$ cat src/rtl/rgb_pattern_gen.sv
// rgb_pattern_gen: recovers pixel coordinates from timing strobes and emits one of four test patterns
module rgb_pattern_gen #(
  parameter int P_RES_X      = 640,
  parameter int P_RES_Y      = 480,
  parameter int P_CHECK_LOG2 = 5,
  parameter int P_BOX_SIZE   = 64
) (
  input  logic       i_clk,
  input  logic       i_rst,
  input  logic       i_hsync,
  input  logic       i_vsync,
  input  logic       i_blank,
  input  logic [1:0] i_pattern,
  output logic       o_hsync,
  output logic       o_vsync,
  output logic       o_blank,
  output logic [7:0] o_red,
  output logic [7:0] o_green,
  output logic [7:0] o_blue,
  output logic [7:0] o_frame_cnt
);
  localparam logic [11:0] X_MAX  = 12'(P_RES_X - 1);
  localparam logic [11:0] Y_MAX  = 12'(P_RES_Y - 1);
  localparam logic [11:0] BOX    = 12'(P_BOX_SIZE);
  localparam logic [11:0] BX_MOD = 12'(P_RES_X - P_BOX_SIZE);
  localparam logic [11:0] BY     = 12'((P_RES_Y - P_BOX_SIZE) / 2);
  localparam logic [23:0] BAR [8] = '{24'hFFFFFF, 24'hFFFF00, 24'h00FFFF, 24'h00FF00,
                                      24'hFF00FF, 24'hFF0000, 24'h0000FF, 24'h000000};

  logic        hs1, vs1, bl1, sync_ok, first_line;
  logic        frame_start, line_start, in_box;
  logic [1:0]  pat_q;
  logic [11:0] x, y, bx, bx_inc;
  logic [2:0]  bar;
  logic [23:0] rgb;

  assign frame_start = i_vsync & ~vs1;
  assign line_start  = ~i_blank & bl1;
  assign bx_inc      = bx + 12'd2;
  assign in_box      = (x >= bx) && (x < bx + BOX) && (y >= BY) && (y < BY + BOX);

  // stage 1: strobe history, coordinate recovery and per-frame state (counter, pattern, box position)
  always_ff @(posedge i_clk) begin
    if (i_rst) begin
      {hs1, vs1, bl1, sync_ok, first_line} <= '0;
      x           <= '0;
      y           <= '0;
      bx          <= '0;
      pat_q       <= '0;
      o_frame_cnt <= '0;
    end else begin
      {hs1, vs1, bl1} <= {i_hsync, i_vsync, i_blank};
      if (frame_start) begin
        sync_ok     <= 1'b1;
        o_frame_cnt <= o_frame_cnt + 8'd1;
        pat_q       <= i_pattern;
        bx          <= (o_frame_cnt == 8'hFF) ? '0 : (bx_inc >= BX_MOD) ? bx_inc - BX_MOD : bx_inc;
      end
      first_line <= frame_start ? ~line_start : first_line & ~line_start;
      if (line_start) begin
        x <= '0;
        y <= (frame_start || first_line) ? '0 : (y < Y_MAX) ? y + 12'd1 : y;
      end else if (!i_blank && x < X_MAX) x <= x + 12'd1;
    end
  end

  // pattern colour for the stage-1 pixel; bar index from threshold compares instead of a divider
  always_comb begin
    bar = '0;
    for (int k = 1; k < 8; k++) if (x >= 12'(k * P_RES_X / 8)) bar = 3'(k);
    rgb = (pat_q == 2'd0) ? BAR[bar] :
          (pat_q == 2'd1) ? {24{x[P_CHECK_LOG2] ^ y[P_CHECK_LOG2]}} :
          (pat_q == 2'd2) ? {x[9:2], y[8:1], o_frame_cnt} :
          in_box ? 24'hFFFFFF : 24'h0000FF;
  end

  // stage 2: register colour alongside the twice-delayed strobes, black when blanked or unsynced
  always_ff @(posedge i_clk) begin
    if (i_rst) {o_hsync, o_vsync, o_blank, o_red, o_green, o_blue} <= '0;
    else begin
      {o_hsync, o_vsync, o_blank} <= {hs1, vs1, bl1};
      {o_red, o_green, o_blue}    <= (bl1 || !sync_ok) ? 24'h000000 : rgb;
    end
  end
endmodule

$ cat config.mk
export PLATFORM = sky130hd
export DESIGN_NAME = rgb_pattern_gen
export DESIGN_NICKNAME = d
export VERILOG_FILES = /design/src/rtl/rgb_pattern_gen.sv
export SDC_FILE = /design/constraint.sdc
export NUM_CORES = 1
export LEC_CHECK = 0
export ABC_AREA = 1
export CORE_AREA = 2 2 90 92
export DETAILED_ROUTE_END_ITERATION = 7
export DIE_AREA = 0 0 92 94
export GPL_TIMING_DRIVEN = 0
export PLACE_DENSITY_LB_ADDON = 0.2
export SETUP_SLACK_MARGIN = 0.4
export SLEW_MARGIN = 15
export SYNTH_ARGS = -nofsm -noshare
export SYNTH_HDL_FRONTEND = slang
export SYNTH_SLANG_ARGS = --single-unit
$ cat constraint.sdc
create_clock -name i_clk -period 2.5 [get_ports i_clk]
set_input_delay 0.25 -clock i_clk [delete_from_list [all_inputs] [get_ports i_clk]]
set_output_delay 0.25 -clock i_clk [all_outputs]
set_load 0.02 [all_outputs]
-- Word level (Yosys, flattened, before mapping)
Memory sizes are Yosys's and may differ from the RTL's.
Cells that the tools add are included.
- bitwise gates (word level): 8
- shift operators: 0
- reductions and logical operators: 13
- equal/unequal tests: 3
- $add $sub $neg: 6
- multipliers: 0
- $lt $le $gt $ge: 15
- mux-type cells: 18
- div/mod/pow operators: 0
- operators by type and width (operator ; count):
    24-bit two-way mux ; 6
    12-bit two-way mux ; 4
    12-bit by 8-bit >= comparator with 1-bit output (second input constant) ; 3
    12-bit by 9-bit >= comparator with 1-bit output (second input constant) ; 3
    12-bit by 1-bit adder with 12-bit output (second input constant) ; 2
    12-bit by 10-bit >= comparator with 1-bit output (second input constant) ; 2
    12-bit by 9-bit < comparator with 1-bit output (second input constant) ; 2
    3-bit two-way mux ; 6
    12-bit by 2-bit adder with 12-bit output (second input constant) ; 1
    12-bit by 7-bit adder with 12-bit output (second input constant) ; 1
    12-bit >= comparator ; 1
    12-bit by 7-bit >= comparator with 1-bit output (second input constant) ; 1
    12-bit by 10-bit < comparator with 1-bit output (second input constant) ; 1
    12-bit < comparator ; 1
    12-bit by 10-bit subtractor with 12-bit output (second input constant) ; 1
    8-bit by 1-bit adder with 8-bit output (second input constant) ; 1
    8-bit == test (second input constant) ; 1
    4-bit >= comparator (second input constant) ; 1
    1-bit logical AND ; 4
    3-bit NOT with 4-bit output ; 1
    2-bit OR reduction ; 2
    1-bit AND ; 3
    1-bit NOT ; 3
    2-bit by 1-bit == test with 1-bit output (second input constant) ; 1
    other kinds (8) ; 11
- flip-flop bits (word level): 78
- memory bits (writable): 0
- memory bits (read-only): 192
- bits in latches: 0
- output and inout bits: 35
- memories: 1
- memories (name ; words ; bits a word ; read ports ; clocked after memory_dff ; wr ports ; RTL line ; text):
    (name not given) ; 8 ; 24 ; 1 ; 0 ; 0 ; 71 ; rgb = (pat_q == 2'd0) ? BAR[bar] :

-- Longest topological paths before layout
- depth after elaboration: 13
- gate-level depth with buffers: 17

-- Least setup slack after synthesis
No wires, ideal clock.
- path kind: register to register
- start point: reg bx[6]
- end point: reg o_red[6]
- buffers on the path: 1
- arrival: 1.975 ns
- required time: 2.443 ns
- library setup time: 0.057 ns
- period minus slack after synthesis: 2.032 ns
- stages on the path, launching flop included: 17
- setup slack: 0.468 ns
- cell sequence: dfxtp_1 -> ha_1 -> nand2_1 -> inv_1 -> nand3_1 -> nand2_1 -> ha_1 -> nand2_1 -> inv_1 -> nand3_1 -> o211ai_1 -> nor2_1 -> nand3_2 -> buf_2 -> nand4_1 -> nand2_1 -> inv_1
- longest elaborated chain between the ends: 9
- elaborated cells between the ends (all ways): 10
- ends and longest elaborated chain (element ; RTL line ; text):
    start: declaration ; 33 ; logic [11:0] x, y, bx, bx_inc;
    start signal: assignment ; 57 ; bx <= (o_frame_cnt == 8'hFF) ? '0 : (bx_inc >= BX_MOD) ? bx_inc - BX_MOD : bx_inc;
    12-bit by 7-bit adder with 12-bit output ; 40 ; assign in_box = (x >= bx) && (x < bx + BOX) && (y >= BY) && (y < BY + BOX);
    12-bit < comparator ; 40 ;
    1-bit logical AND * (3 in a row) ; 40 ;
    24-bit two-way mux * ; 74 ; in_box ? 24'hFFFFFF : 24'h0000FF;
    24-bit two-way mux * ; 73 ; (pat_q == 2'd2) ? {x[9:2], y[8:1], o_frame_cnt} :
    24-bit two-way mux * ; 72 ; (pat_q == 2'd1) ? {24{x[P_CHECK_LOG2] ^ y[P_CHECK_LOG2]}} :
    24-bit two-way mux * ; 71 ;
    end signal: assignment ; 82 ; {o_red, o_green, o_blue} <= (bl1 || !sync_ok) ? 24'h000000 : rgb;
    end: declaration ; 17 ; output logic [7:0] o_red,
Every way passes the cells marked *; elsewhere a longest branch is shown, timed or not.
A chain may end at the register's enable or synchronous reset.

-- Worst setup path after layout
- start point: reg bx[10]
- end point: reg o_green[0]
- longest elaborated chain between the ends: 9
- elaborated cells between the ends (all ways): 10
- ends and longest elaborated chain (element ; RTL line ; text):
    12-bit by 7-bit adder with 12-bit output ; 40 ;
    12-bit < comparator ; 40 ;
    1-bit logical AND * (3 in a row) ; 40 ;
    24-bit two-way mux * ; 74 ;
    24-bit two-way mux * ; 73 ;
    24-bit two-way mux * ; 72 ;
    24-bit two-way mux * ; 71 ;
    end signal: assignment ; 82 ;
    end: declaration ; 18 ; output logic [7:0] o_green,
Marked as above.

==> run_results.csv <==
group,metric,value,unit
pwr,ir_worst_vdd,0.428,mV
floorplan,ios,42,
floorplan,num_rows,32,
timing,fin_skew,15.5,ps
drt,vias,4318,
global_routing,grt_pass1_wl,18000,um
yosys,synth_area_leaders,"dfxtp_1 (35%), nand2_1 (13%), ha_1 (7.5%)",
final_layout,drive_gt1_share,17.5,%
final_layout,fillCellCount,613,
min_path,hold_path.class,"in2reg",
timing,hold_slack,405,ps
yosys,synthArstFlopShare,0,%
drt,wl_per_cell,13.8,um
timing,drv_slew,0,
placed_design,gp_congestion,0.874,
pwr,powerDensity,505,nW/um2
timing,max_freq,468,MHz
yosys,synth_common_cells,"nand2_1 (151), inv_1 (80), dfxtp_1 (77)",
drt,drc_errors,0,
clocking,root_buffer,"clkbuf_8",
yosys,synth_ff_type,"dfxtp_1",
floorplan,die-area,8650,um2
global_routing,antenna_found_initial,0,
worst_setup_path,critPathMaxFanout,6,
drt,drtAntennaViolNets,0,
global_routing,grtUsageTotal,25.7,%
flow_run,max-cap-violations,0,
floorplan,coreArea,7610,um2
yosys,yosysMostFrequentCell,"nand2_1",
final_layout,antennaDiodeCount,0,
floorplan,start_util,57.2,%
floorplan,dieWidth,92,um
clocking,h-tree-depth,3,
placed_design,io_buffers,40,
global_routing,grt_max_degree,15,
status,outcome,"complete, no violations",
worst_setup_path,crit_arrival,2430,ps
yosys,synth_cells,623,
clocking,cts.path.max_buffers,2,
clocking,cts_tree,"built",
timing,post-route-min-period,2140,ps
yosys,synth_edf_count,0,
yosys,synth_area_leader_cell,"dfxtp_1",
clocking,clkSlewWorstSetupHoldPaths,80,ps
timing,finalSetupTns,0,ps
yosys,synth_cell_types,37,
floorplan,fp.dieH,94,um
clocking,insertion_delay,360,ps
yosys,syn_nets,656,
yosys,ys_seq_area_share,35.4,%
timing,hold_viol,0,
global_routing,gr-total-overflow,0,
yosys,avgSynthCellArea,6.99,um2
clocking,cts_hold_buffers,0,
clocking,numClockSinks,77,
worst_setup_path,crit_type,"reg2reg",
pwr,p_total,2.77,mW
timing,slew_headroom,54.5,%
drt,first_iter_violations,264,
timing,rsz0062_at_grt,"yes",
final_layout,finalNetCount,724,
worst_setup_path,start_kind,"flip-flop",
global_routing,grt_pass1_vias,3981,
yosys,ys_ff_latch,77,
final_layout,syn2layout_area_growth,25.9,%
clocking,tritoncts.num_buffers,9,
yosys,netlist_area,4350,um2
worst_setup_path,critPathCaptureType,"flip-flop",
timing,setup_viol,0,
drt,wl,11000,um
yosys,yosys_warnings,0,
drt,routed_via_density,5.41,
timing,period_share,85.4,%
worst_setup_path,required,2800,ps
drt,drt-pass1-iter-count,5,
yosys,yosysTopAreaCellShare,35.4,%
placed_design,hpwlAfterDp,7720,um
timing,worst_slew_pin_slew,682,ps
pwr,leakagePower,2.28,nW
## placed cells by master, fill, tap and decap left out, drive strengths merged
master         instances
nand2                164
inv                   86
dfxtp                 77
nor2                  60
a21oi                 54
clkdlybuf4s50         40
nand3                 35
ha                    26
buf                   25
o21ai                 24
nand4                 24
clkbuf                20
nor3                  16
o211ai                10
xor2                   7
clkinv                 5
nor4                   4
xnor2                  3
a31oi                  3
nor3b                  3
bufinv                 3
nand3b                 2
o2111ai                1
a21o                   1
a21boi                 1
o21a                   1
a211oi                 1
## stage by stage
| stage | util [%] | instances | setup slack [ps] | instance area, um2 |
|---|---|---|---|---|
| after CTS | 69.4 | 787 | 367 | 5280 |
| after global routing | 72.0 | 798 | 264 | 5480 |
| after floorplan | - | 623 | 468 | 4350 |
| after global placement | 64.2 | 765 | 140 | 4880 |
| after detailed placement | 64.2 | 765 | 76.1 | 4880 |
| final | 72.0 | 798 | 364 | 5480 |
## registers in the layout, indices dropped and copies added (netlist names)
name	cells
o_frame_cnt	8
o_red	8
bx	11
o_vsync	1
o_green	8
bl1	1
o_blank	1
x	12
sync_ok	1
y	12
o_hsync	1
pat_q	2
first_line	1
vs1	1
o_blue	8
hs1	1
## routing by layer
layer,part of all wire [%],track usage [%]
met3,5.5,3.77
met5,0,0
met2,49,45.7
met1,43,31.5
met4,2.5,10.1
## worst paths after layout
path                  startpoint                     to  slack, ps  cells past startpoint
max          bx[10]$_SDFFE_PP0P_  o_green[0]$_SDFF_PP0_        360                     15
min reg2reg       hs1$_SDFF_PP0_     o_hsync$_SDFF_PP0_        410                      2
min                        i_rst  o_green[3]$_SDFF_PP0_        410                      4
max reg2reg  bx[10]$_SDFFE_PP0P_  o_green[0]$_SDFF_PP0_        360                     15
## where the power goes
group | internal (mW) | total, mW | switching [mW]
Sequential | 1.26 | 1.28 | 0.0231
Combinational | 0.103 | 0.279 | 0.175
Clock | 0.701 | 1.21 | 0.504
Total | 2.06 | 2.77 | 0.702
## final cells by class
class,instances,area [um2],area share (%)
clock inverters,6,119,2.17
clock buffers,10,138,2.51
well taps,102,128,2.33
multi-input cells,440,2560,46.6
repair buffers,57,539,9.84
plain buffers,18,104,1.89
flip-flops and latches,77,1570,28.6
inverters,88,330,6.03
## critical path: stages, from the launching register on
cell and delay (ps):
dfxtp_2 410, nand2_2 100, nor2_4 100, nand2_2 60, xor2_1 150, ha_1 320, nand2_2 100, inv_2 60
nand3_2 60, o211ai_1 110, nor2_2 110, nand3_2 140, buf_6 170, nand4_1 70, nand2_1 60, inv_1 60
## repair_timing
action / CTS / global route
gates cloned: 1 / 0
setup endpoints to repair: 22 / 22
pin swaps: 9 / 22
gates resized for setup: 31 / 34
buffers inserted: 5 / 11
## logic make-up (layout without fill, tap and decap cells)
kind of cell / count (synthesis) / count (layout) / synth area share (%)
simple gates: 308 / 308 / 32.8
buf+inv: 106 / 179 / 9.60
compound gates: 96 / 96 / 12.7
flops: 77 / 77 / 35.4
fa+ha+maj: 26 / 26 / 7.47
xor+xnor: 10 / 10 / 2.01
Note: power is estimated with default switching activity, not from simulation.
